==> src/rtl/mips_pkg.sv <==
// mips_pkg: shared constants for the ID/EX stage.
//   - datapath / field width constants
//   - primary opcode constants (instruction [31:26])
//   - funct / ALU-operation constants (instruction [5:0] and ALU select)
package mips_pkg;

   localparam int W_DATA = 32;
   localparam int W_OP   = 6;
   localparam int W_REG  = 5;
   localparam int W_IMM  = 16;

   // Primary opcodes
   localparam logic [5:0] OP_RTYPE = 6'b000000;
   localparam logic [5:0] OP_ADDI  = 6'b001000;
   localparam logic [5:0] OP_SLTI  = 6'b001010;
   localparam logic [5:0] OP_ANDI  = 6'b001100;
   localparam logic [5:0] OP_ORI   = 6'b001101;
   localparam logic [5:0] OP_XORI  = 6'b001110;
   localparam logic [5:0] OP_LUI   = 6'b001111;
   localparam logic [5:0] OP_LW    = 6'b100011;
   localparam logic [5:0] OP_SW    = 6'b101011;

   // funct field values, reused as ALU operation codes
   localparam logic [5:0] ALU_SLL  = 6'b000000;
   localparam logic [5:0] ALU_SRL  = 6'b000010;
   localparam logic [5:0] ALU_SRA  = 6'b000011;
   localparam logic [5:0] ALU_SLLV = 6'b000100;
   localparam logic [5:0] ALU_SRLV = 6'b000110;
   localparam logic [5:0] ALU_SRAV = 6'b000111;
   localparam logic [5:0] ALU_ADD  = 6'b100000;
   localparam logic [5:0] ALU_ADDU = 6'b100001;
   localparam logic [5:0] ALU_SUB  = 6'b100010;
   localparam logic [5:0] ALU_SUBU = 6'b100011;
   localparam logic [5:0] ALU_AND  = 6'b100100;
   localparam logic [5:0] ALU_OR   = 6'b100101;
   localparam logic [5:0] ALU_XOR  = 6'b100110;
   localparam logic [5:0] ALU_NOR  = 6'b100111;
   localparam logic [5:0] ALU_SLT  = 6'b101010;
   // Unrecognised instruction: the ALU produces 0 for this select
   localparam logic [5:0] ALU_NONE = 6'b111111;

endpackage

==> src/rtl/forwarding_unit.sv <==
// forwarding_unit: selects the freshest value of one source register.
//   i_addr            source register address
//   i_rf_data         value read from the register file in decode
//   i_exmem_*         EX/MEM write port (regwrite, addr, data)
//   i_memwb_*         MEM/WB write port (regwrite, addr, data)
//   o_data            EX/MEM result, else MEM/WB result, else i_rf_data
// Register 0 is hard-wired to zero and is never forwarded.
module forwarding_unit
   import mips_pkg::*;
#(
   parameter int SIZEDATA = W_DATA,
   parameter int SIZEREG  = W_REG
) (
   input  logic [SIZEREG-1:0]  i_addr,
   input  logic [SIZEDATA-1:0] i_rf_data,
   input  logic                i_exmem_regwrite,
   input  logic [SIZEREG-1:0]  i_exmem_addr,
   input  logic [SIZEDATA-1:0] i_exmem_data,
   input  logic                i_memwb_regwrite,
   input  logic [SIZEREG-1:0]  i_memwb_addr,
   input  logic [SIZEDATA-1:0] i_memwb_data,
   output logic [SIZEDATA-1:0] o_data
);

   logic addr_nz;
   logic hit_exmem;
   logic hit_memwb;

   always_comb begin
      addr_nz   = (i_addr != '0);
      hit_exmem = i_exmem_regwrite && (i_exmem_addr == i_addr) && addr_nz;
      hit_memwb = i_memwb_regwrite && (i_memwb_addr == i_addr) && addr_nz;
      // EX/MEM holds the younger result, so it wins over MEM/WB
      if (hit_exmem)      o_data = i_exmem_data;
      else if (hit_memwb) o_data = i_memwb_data;
      else                o_data = i_rf_data;
   end

endmodule

==> src/rtl/id_ex_stage.sv <==
// id_ex_stage: ID/EX pipeline register plus operand/forwarding selection.
//   i_clk, i_reset        clock, synchronous active-high reset
//   i_stall, i_flush      hold all registers / load a bubble (flush wins)
//   i_valid, i_opcode, i_funct, i_shamt, i_imm, i_rs/rt/rd_addr,
//   i_rs/rt_data, i_regdst, i_regwrite, i_memread, i_memwrite, i_memtoreg
//                         decode fields captured at the rising edge
//   i_exmem_*, i_memwb_*  forwarding ports, used live (not registered)
//   o_alu_datoa/datob     ALU operands; o_alu_opcode ALU operation
//   o_store_data          forwarded rt value for stores
//   o_wr_addr             destination register (rd if regdst, else rt)
//   o_valid, o_regwrite, o_memread, o_memwrite, o_memtoreg  to EX/MEM
module id_ex_stage
   import mips_pkg::*;
#(
   parameter int SIZEDATA = W_DATA,
   parameter int SIZEOP   = W_OP,
   parameter int SIZEREG  = W_REG,
   parameter int SIZEIMM  = W_IMM
) (
   input  logic                i_clk,
   input  logic                i_reset,
   input  logic                i_stall,
   input  logic                i_flush,
   input  logic                i_valid,
   input  logic [SIZEOP-1:0]   i_opcode,
   input  logic [SIZEOP-1:0]   i_funct,
   input  logic [SIZEREG-1:0]  i_shamt,
   input  logic [SIZEIMM-1:0]  i_imm,
   input  logic [SIZEREG-1:0]  i_rs_addr,
   input  logic [SIZEREG-1:0]  i_rt_addr,
   input  logic [SIZEREG-1:0]  i_rd_addr,
   input  logic [SIZEDATA-1:0] i_rs_data,
   input  logic [SIZEDATA-1:0] i_rt_data,
   input  logic                i_regdst,
   input  logic                i_regwrite,
   input  logic                i_memread,
   input  logic                i_memwrite,
   input  logic                i_memtoreg,
   input  logic                i_exmem_regwrite,
   input  logic [SIZEREG-1:0]  i_exmem_addr,
   input  logic [SIZEDATA-1:0] i_exmem_data,
   input  logic                i_memwb_regwrite,
   input  logic [SIZEREG-1:0]  i_memwb_addr,
   input  logic [SIZEDATA-1:0] i_memwb_data,
   output logic [SIZEDATA-1:0] o_alu_datoa,
   output logic [SIZEDATA-1:0] o_alu_datob,
   output logic [SIZEOP-1:0]   o_alu_opcode,
   output logic [SIZEDATA-1:0] o_store_data,
   output logic [SIZEREG-1:0]  o_wr_addr,
   output logic                o_valid,
   output logic                o_regwrite,
   output logic                o_memread,
   output logic                o_memwrite,
   output logic                o_memtoreg
);

   localparam logic [SIZEDATA-1:0] LUI_SHIFT = SIZEDATA'(16);

   logic [SIZEOP-1:0]   opcode_d, opcode_q, funct_d, funct_q;
   logic [SIZEREG-1:0]  shamt_d, shamt_q, rs_addr_d, rs_addr_q;
   logic [SIZEREG-1:0]  rt_addr_d, rt_addr_q, rd_addr_d, rd_addr_q;
   logic [SIZEIMM-1:0]  imm_d, imm_q;
   logic [SIZEDATA-1:0] rs_data_d, rs_data_q, rt_data_d, rt_data_q;
   logic valid_d, valid_q, regdst_d, regdst_q, regwrite_d, regwrite_q;
   logic memread_d, memread_q, memwrite_d, memwrite_q, memtoreg_d, memtoreg_q;

   always_comb begin
      opcode_d   = opcode_q;   funct_d    = funct_q;
      shamt_d    = shamt_q;    imm_d      = imm_q;
      rs_addr_d  = rs_addr_q;  rt_addr_d  = rt_addr_q;
      rd_addr_d  = rd_addr_q;  rs_data_d  = rs_data_q;
      rt_data_d  = rt_data_q;  regdst_d   = regdst_q;
      valid_d    = valid_q;    regwrite_d = regwrite_q;
      memread_d  = memread_q;  memwrite_d = memwrite_q;
      memtoreg_d = memtoreg_q;
      if (i_flush) begin
         // Bubble: only the control bits matter; data fields are don't-care
         valid_d    = 1'b0;  regwrite_d = 1'b0;  memread_d = 1'b0;
         memwrite_d = 1'b0;  memtoreg_d = 1'b0;
      end else if (!i_stall) begin
         opcode_d   = i_opcode;   funct_d    = i_funct;
         shamt_d    = i_shamt;    imm_d      = i_imm;
         rs_addr_d  = i_rs_addr;  rt_addr_d  = i_rt_addr;
         rd_addr_d  = i_rd_addr;  rs_data_d  = i_rs_data;
         rt_data_d  = i_rt_data;  regdst_d   = i_regdst;
         valid_d    = i_valid;    regwrite_d = i_regwrite;
         memread_d  = i_memread;  memwrite_d = i_memwrite;
         memtoreg_d = i_memtoreg;
      end
   end

   always_ff @(posedge i_clk) begin
      if (i_reset) begin
         opcode_q   <= '0;  funct_q    <= '0;  shamt_q    <= '0;
         imm_q      <= '0;  rs_addr_q  <= '0;  rt_addr_q  <= '0;
         rd_addr_q  <= '0;  rs_data_q  <= '0;  rt_data_q  <= '0;
         regdst_q   <= 1'b0; valid_q   <= 1'b0; regwrite_q <= 1'b0;
         memread_q  <= 1'b0; memwrite_q <= 1'b0; memtoreg_q <= 1'b0;
      end else begin
         opcode_q   <= opcode_d;   funct_q    <= funct_d;
         shamt_q    <= shamt_d;    imm_q      <= imm_d;
         rs_addr_q  <= rs_addr_d;  rt_addr_q  <= rt_addr_d;
         rd_addr_q  <= rd_addr_d;  rs_data_q  <= rs_data_d;
         rt_data_q  <= rt_data_d;  regdst_q   <= regdst_d;
         valid_q    <= valid_d;    regwrite_q <= regwrite_d;
         memread_q  <= memread_d;  memwrite_q <= memwrite_d;
         memtoreg_q <= memtoreg_d;
      end
   end

   // Execute side: forwarding uses the live EX/MEM and MEM/WB ports
   logic [SIZEDATA-1:0] rs_fwd, rt_fwd;

   forwarding_unit #(.SIZEDATA(SIZEDATA), .SIZEREG(SIZEREG)) u_fwd_rs (
      .i_addr(rs_addr_q), .i_rf_data(rs_data_q),
      .i_exmem_regwrite(i_exmem_regwrite), .i_exmem_addr(i_exmem_addr),
      .i_exmem_data(i_exmem_data),
      .i_memwb_regwrite(i_memwb_regwrite), .i_memwb_addr(i_memwb_addr),
      .i_memwb_data(i_memwb_data), .o_data(rs_fwd)
   );

   forwarding_unit #(.SIZEDATA(SIZEDATA), .SIZEREG(SIZEREG)) u_fwd_rt (
      .i_addr(rt_addr_q), .i_rf_data(rt_data_q),
      .i_exmem_regwrite(i_exmem_regwrite), .i_exmem_addr(i_exmem_addr),
      .i_exmem_data(i_exmem_data),
      .i_memwb_regwrite(i_memwb_regwrite), .i_memwb_addr(i_memwb_addr),
      .i_memwb_data(i_memwb_data), .o_data(rt_fwd)
   );

   logic [SIZEDATA-1:0] imm_sext, imm_zext, shamt_zext, rs_low_zext;

   always_comb begin
      imm_sext    = {{(SIZEDATA-SIZEIMM){imm_q[SIZEIMM-1]}}, imm_q};
      imm_zext    = {{(SIZEDATA-SIZEIMM){1'b0}}, imm_q};
      shamt_zext  = {{(SIZEDATA-SIZEREG){1'b0}}, shamt_q};
      // Variable shifts take their amount from the low bits of rs
      rs_low_zext = {{(SIZEDATA-SIZEREG){1'b0}}, rs_fwd[SIZEREG-1:0]};

      o_alu_opcode = ALU_NONE;
      o_alu_datoa  = '0;
      o_alu_datob  = '0;
      case (opcode_q)
         OP_RTYPE: begin
            o_alu_opcode = funct_q;
            case (funct_q)
               ALU_SLL, ALU_SRL, ALU_SRA: begin
                  o_alu_datoa = rt_fwd;  o_alu_datob = shamt_zext;
               end
               ALU_SLLV, ALU_SRLV, ALU_SRAV: begin
                  o_alu_datoa = rt_fwd;  o_alu_datob = rs_low_zext;
               end
               default: begin
                  o_alu_datoa = rs_fwd;  o_alu_datob = rt_fwd;
               end
            endcase
         end
         OP_ADDI, OP_SLTI: begin
            o_alu_opcode = opcode_q;  o_alu_datoa = rs_fwd;  o_alu_datob = imm_sext;
         end
         OP_ANDI, OP_ORI, OP_XORI: begin
            o_alu_opcode = opcode_q;  o_alu_datoa = rs_fwd;  o_alu_datob = imm_zext;
         end
         OP_LUI: begin
            // ALU shifts the immediate left by 16
            o_alu_opcode = OP_LUI;  o_alu_datoa = imm_zext;  o_alu_datob = LUI_SHIFT;
         end
         OP_LW, OP_SW: begin
            o_alu_opcode = ALU_ADDU;  o_alu_datoa = rs_fwd;  o_alu_datob = imm_sext;
         end
         default: ;
      endcase

      o_store_data = rt_fwd;
      o_wr_addr    = regdst_q ? rd_addr_q : rt_addr_q;
      o_valid      = valid_q;
      o_regwrite   = regwrite_q;
      o_memread    = memread_q;
      o_memwrite   = memwrite_q;
      o_memtoreg   = memtoreg_q;
   end

endmodule

==> config.mk <==
export PLATFORM = sky130hd
export DESIGN_NAME = id_ex_stage
export DESIGN_NICKNAME = d
export VERILOG_FILES = /design/src/rtl/mips_pkg.sv /design/src/rtl/forwarding_unit.sv /design/src/rtl/id_ex_stage.sv
export SDC_FILE = /design/constraint.sdc
export NUM_CORES = 1
export LEC_CHECK = 0
export CORE_MARGIN = 4
export CORE_UTILIZATION = 35
export CTS_CLUSTER_SIZE = 28
export DETAILED_ROUTE_END_ITERATION = 8
export PLACE_DENSITY = 0.73
export SYNTH_ARGS = -nofsm -noshare
export SYNTH_HDL_FRONTEND = slang
export SYNTH_SLANG_ARGS = --single-unit
export TNS_END_PERCENT = 10
==> constraint.sdc <==
create_clock -name i_clk -period 6.53 [get_ports i_clk]
set_input_delay 0.9795 -clock i_clk [delete_from_list [all_inputs] [get_ports i_clk]]
set_output_delay 0.9795 -clock i_clk [all_outputs]
set_load 0.01 [all_outputs]
==> impl_metrics.toml, run 1 <==
[worst_setup_path]
crit_top_cell = "clkdlybuf4s50_1"
crit_type = "primary input to output port"
crit_path_end_kind = "output port"
crit_chain = "clkdlybuf4s50_1 -> xnor2_1 -> nand4_1 -> or4_2 -> buf_4 -> a21oi_1 -> a22o_1 -> clkdlybuf4s50_1"
critPathArrivalTime_ns = 4.21
cp_slowest_cell = "or4_2"
crit_required_ns = 5.55
cpPeakStageDelay_ns = 0.85
setup.worst_path.start_class = "primary input"
crit_fanout = 46

[floorplanning]
num_rows = 50
core-area_sq_um = 18800
die_h_um = 146
ioPinCount = 310
fp.dieW_um = 146
die_area_sq_um = 21400
initial_utilization = 0.356

[sta]
report.final.slew_viol_count = 0
fin_crit_sh = 0.795
period_needed_ns = 5.19
fmax_mhz = 193
slew-limit-headroom = 0.266
fin_skew_ns = 0
setup_tns_ns = 0
hold_violations = 0
setup_viol = 0
rsz0062_at_grt = "no"
worst_pin_slew_ns = 1.10

[logic_synthesis]
synth_edf_count = 0
synth_area_per_cell_sq_um = 7.33
netlist_area_sq_um = 6690
synthArstFlopShare = 0
yosysWarnings = 0
synth_nets = 1110
ys.flop_type = "dfxtp_1"
seq_area_frac_synth = 0.353
synth_cell_types = 44
ys_ff_latch = 118
synthCells = 912

[pwr]
seqPwrFrac = 0.338
power_frac_clock = 0.450
swShare = 0.258
peakVddDrop_uv = 137
p_int_mw = 1.71
leakage_nw = 3.85
switchingPower_mw = 0.597
power_frac_comb = 0.211
pwr_density_cell_nw_per_um2 = 219

[detailed_routing]
drt_first_pass_iters = 6
via_per_inst = 5.36
routed_wl_um = 27900
wl_per_cell_um = 19.7
vias = 7600
drt_iter0_markers = 492
drt.antenna.violating_nets = 0
drc = 0

[cts]
cts.reportedPaths.clkPinSlew_ns = 0.05
clkSinkCount = 118
cts_setup_buffers = 0
ctsResizeCount = 0
clock_latency_ns = 0.40
cts_root_buf = "clkbuf_16"
htreeDepth = 4
cts_tree = "built"
ctsHoldBuffers = 0
cts_buffers = 17
cts_buffer_depth = 2

[layout]
syn_to_final_growth_pct = 57.3
drive_gt1_frac = 0.0575
nFillCells = 1786
final_cell_area_sq_um = 10500
final_nets = 1368
diodes = 0

[global_routing]
grt_max_degree = 70
grt_pass1_wl_um = 42500
first_global_vias = 7437
track_usage = 0.252
grt_overflow_total = 0
antenna_found_initial = 0

[hold_path]
hold_path.class = "flip-flop to flip-flop"

[place]
hpwl_um = 20200
placed_cell_area_sq_um = 9870
gp_congestion = 0.936
io_buffers = 309

[flow_run]
maxCapViolCount = 0

[status]
status = "finished clean"
## layer usage
layer | global-route usage | share of wire | up-vias
li1 | - | - | 3693
met1 | 0.312 | 0.42 | 3565
met2 | 0.426 | 0.48 | 301
met3 | 0.0670 | 0.068 | 41
met4 | 0.0828 | 0.024 | 0
met5 | 0 | 0 | -
## power groups by stage
| stage | registers [mW] | clock network (mW) | logic (mW) |
|---|---|---|---|
| after global placement | 0.795 | 0 | 0.484 |
| after floorplan | 0.785 | 0 | 0.216 |
| after global routing | 0.784 | 1.09 | 0.525 |
| after detailed placement | 0.795 | 0 | 0.486 |
| after CTS | 0.780 | 1.06 | 0.489 |
| final | 0.781 | 1.04 | 0.488 |
## critical path, delay by kind of cell
family          cells  cell delay (ns)
buf+inv             3             1.47
simple gates        2             0.96
compound gates      2             0.63
xor+xnor            1             0.13
## cells in the final DEF, fill, tap and decap left out, types with 5 or more instances in the layout
cell / count
clkdlybuf4s50_1: 308
nand2_1: 236
a21oi_1: 176
dfxtp_1: 118
mux2i_1: 66
nor2_1: 62
a22o_1: 28
a21o_1: 18
clkbuf_16: 17
a221o_1: 16
xnor2_1: 14
o22ai_1: 14
buf_4: 11
o21ai_0: 7
mux2_2: 7
nor3_1: 7
xor2_1: 5
o31ai_1: 5
bufinv_16: 5
## sequential cells by signal, indices dropped and copies added (netlist names)
| register | flops |
|---|---|
| opcode_q | 6 |
| o_regwrite | 1 |
| rt_data_q | 32 |
| o_memtoreg | 1 |
| o_memwrite | 1 |
| rs_addr_q | 5 |
| imm_q | 16 |
| funct_q | 6 |
| rt_addr_q | 5 |
| rs_data_q | 32 |
| rd_addr_q | 5 |
| regdst_q | 1 |
| o_valid | 1 |
| o_memread | 1 |
| shamt_q | 5 |
## cell usage after synthesis (all sizes together), types with 7 or more instances
cell	number	share of area
a21o	18	0.020
a21oi	177	0.13
a221o	16	0.024
a22o	28	0.037
buf	14	0.0094
clkbuf	66	0.037
dfxtp	118	0.35
mux2	8	0.014
mux2i	66	0.099
nand2	236	0.13
nor2	66	0.037
nor3	8	0.0060
o21ai	7	0.0052
o22ai	14	0.013
xnor2	14	0.018
## metrics by stage
stage,hold WS (ns),setup WS [ns],std cells,util,total power [mW]
2_1_floorplan,0.433,2.91,912,-,1.00
3_3_place_gp,0.441,1.39,1385,0.526,1.28
3_5_place_dp,0.445,1.38,1385,0.526,1.28
4_1_cts,0.455,1.36,1417,0.561,2.33
5_1_grt,0.465,1.20,1417,0.561,2.40
6_report,0.452,1.34,1417,0.561,2.31
## logic make-up after synthesis
logic type	count (synthesis)	synth area share
AOI/OAI and AO/OA	279	0.256
xor gates and xnor gates	19	0.0249
buffers and inverters	82	0.0477
DFF	118	0.353
muxes	74	0.113
and+or+nand+nor	340	0.206
## worst paths after layout
check / from / depth (start not counted) / slack (ns) / endpoint
max: i_exmem_addr[0] / 8 / 1.34 / o_alu_datoa[30]
min: rd_addr_q[3]$_SDFFE_PP0P_ / 2 / 0.45 / rd_addr_q[3]$_SDFFE_PP0P_
max reg2reg: regdst_q$_SDFFE_PP0P_ / 2 / 5.67 / regdst_q$_SDFFE_PP0P_
min reg2reg: rd_addr_q[3]$_SDFFE_PP0P_ / 2 / 0.45 / rd_addr_q[3]$_SDFFE_PP0P_
## layout make-up
type | instances | area [sq um] | share of cell area
inverter | 2 | 7.51 | 0.000713
sequential | 118 | 2360 | 0.224
multi-input combinational | 712 | 4040 | 0.384
clock buffer | 20 | 457 | 0.0434
clock inverter | 12 | 200 | 0.0190
tap | 234 | 293 | 0.0278
timing repair buffer | 319 | 3170 | 0.301
Note: power is estimated with default switching activity, not from simulation.
==> run 2: changes to the inputs <==
Settings changed: PLACE_DENSITY 0.73 to 0.76.
Clock period 6.53 ns to 4.4 ns, I/O delays scaled along.
==> run 2 against run 1 <==
  * Cell area about the same
  * Worst hold slack better by 0.00059 ns
  * Setup slack got worse by 1.1 ns
  * Global-route usage down 0.63 points
  * Critical endpoint is now o_alu_datoa[2]
  * Largest cell class unchanged
==> impl_metrics.toml, run 2 (synthesis results as in run 1) <==
[status]
status = "finished clean"

[detailed_routing]
wl_per_cell_um = 19.4
drt.antenna.violating_nets = 0
via_per_inst = 5.42
drt_iter0_markers = 460
drt_first_pass_iters = 5
drc = 0
vias = 7698
routed_wl_um = 27500

[cts]
clock_latency_ns = 0.41
cts_tree = "built"
cts_root_buf = "clkbuf_16"
ctsHoldBuffers = 0
cts.reportedPaths.clkPinSlew_ns = 0.05
cts_setup_buffers = 0
htreeDepth = 4
clkSinkCount = 118
cts_buffer_depth = 2
cts_buffers = 17
ctsResizeCount = 0

[worst_setup_path]
setup.worst_path.start_class = "primary input"
crit_chain = "clkdlybuf4s50_1 -> xor2_1 -> nor3_1 -> and4b_2 -> buf_12 -> mux2i_1 -> a21oi_1 -> a221o_1 -> clkdlybuf4s50_1"
cpPeakStageDelay_ns = 0.48
crit_fanout = 30
cp_num_buf_inv = 3
crit_required_ns = 3.74
crit_path_end_kind = "output port"
cp_slowest_cell = "clkdlybuf4s50_1"
critPathArrivalTime_ns = 3.49
critPathTopFamily = "buffers and inverters"
crit_type = "primary input to output port"
crit_top_cell = "clkdlybuf4s50_1"

[floorplanning]
ioPinCount = 310
die_area_sq_um = 21400
core-area_sq_um = 18800
die_h_um = 146
num_rows = 50
fp.dieW_um = 146
initial_utilization = 0.356

[sta]
rsz0062_at_grt = "no"
report.final.slew_viol_count = 0
hold_violations = 0
period_needed_ns = 4.15
setup_viol = 0
hold_slack_ns = 0.453
slew-limit-headroom = 0.260
fmax_mhz = 241
fin_crit_sh = 0.944
worst_pin_slew_ns = 1.11
fin_skew_ns = 0
setup_slack_ns = 0.248
setup_tns_ns = 0

[global_routing]
grt_overflow_total = 0
grt_pass1_wl_um = 41900
antenna_found_initial = 0
track_usage = 0.246
first_global_vias = 7577
grt_max_degree = 102

[place]
io_buffers = 309
place_ws_ns = 0.309
gp_congestion = 0.976
placed_cell_area_sq_um = 9960
hpwl_um = 19800
place_inst = 1389

[flow_run]
maxCapViolCount = 0

[layout]
final_nets = 1372
layout_commonest_cell = "clkdlybuf4s50_1"
mostFrequentLayoutCells = "308 x clkdlybuf4s50_1, 236 x nand2_1, 176 x a21oi_1"
final_cell_area_sq_um = 10500
final_cell_count_no_fill = 1419
final_util = 0.561
reg_top3 = "rs_data_q: 32 flops, rt_data_q: 32 flops, imm_q: 16 flops"
diodes = 0
syn_to_final_growth_pct = 57.4
drive_gt1_frac = 0.0574

[pwr]
leakage_nw = 3.85
pwr_density_cell_nw_per_um2 = 309
peakVddDrop_uv = 231
power_mw = 3.26

[hold_path]
hold_path.class = "flip-flop to flip-flop"
-- run 2: cell types whose count changed in the layout (fill, tap and decap cells not counted), sizes merged --
cell,change
buf,+4
bufinv,-2
-- run 2: path summary, 6_finish.rpt --
path	startpoint	end	slack (ns)	cells past startpoint
setup / recovery	i_memwb_addr[2]	o_alu_datoa[2]	0.25	9
hold / removal	shamt_q[4]$_SDFFE_PP0P_	shamt_q[4]$_SDFFE_PP0P_	0.45	2
setup reg to reg	regdst_q$_SDFFE_PP0P_	regdst_q$_SDFFE_PP0P_	3.56	2
hold reg to reg	shamt_q[4]$_SDFFE_PP0P_	shamt_q[4]$_SDFFE_PP0P_	0.45	2
-- run 2: cell type report --
class	instances	area, sq um
clock buffer	20	437
timing repair buffer	323	3260
sequential	118	2360
inverter	2	7.51
fill	1747	8240
tap	234	293
clock inverter	10	133
multi-input combinational	712	4040
-- run 2: worst reg2reg max path, delay by kind of cell, from the launching register on --
family,cells,cell delay (ns)
flops,1,0.54
compound gates,1,0.14
simple gates,1,0.08
-- run 2: power by group --
| part | internal (mW) | total [mW] | switching, mW |
|---|---|---|---|
| clock | 0.879 | 1.37 | 0.487 |
| combinational | 0.396 | 0.734 | 0.339 |
| sequential | 1.12 | 1.16 | 0.0395 |
| total | 2.39 | 3.26 | 0.865 |
-- run 2: routing by layer --
metal,up-vias,GRT usage,share of wire
li1,3709,-,-
met4,0,0.0842,0.024
met3,43,0.0686,0.083
met5,-,0,0
met1,3591,0.297,0.41
met2,355,0.421,0.49
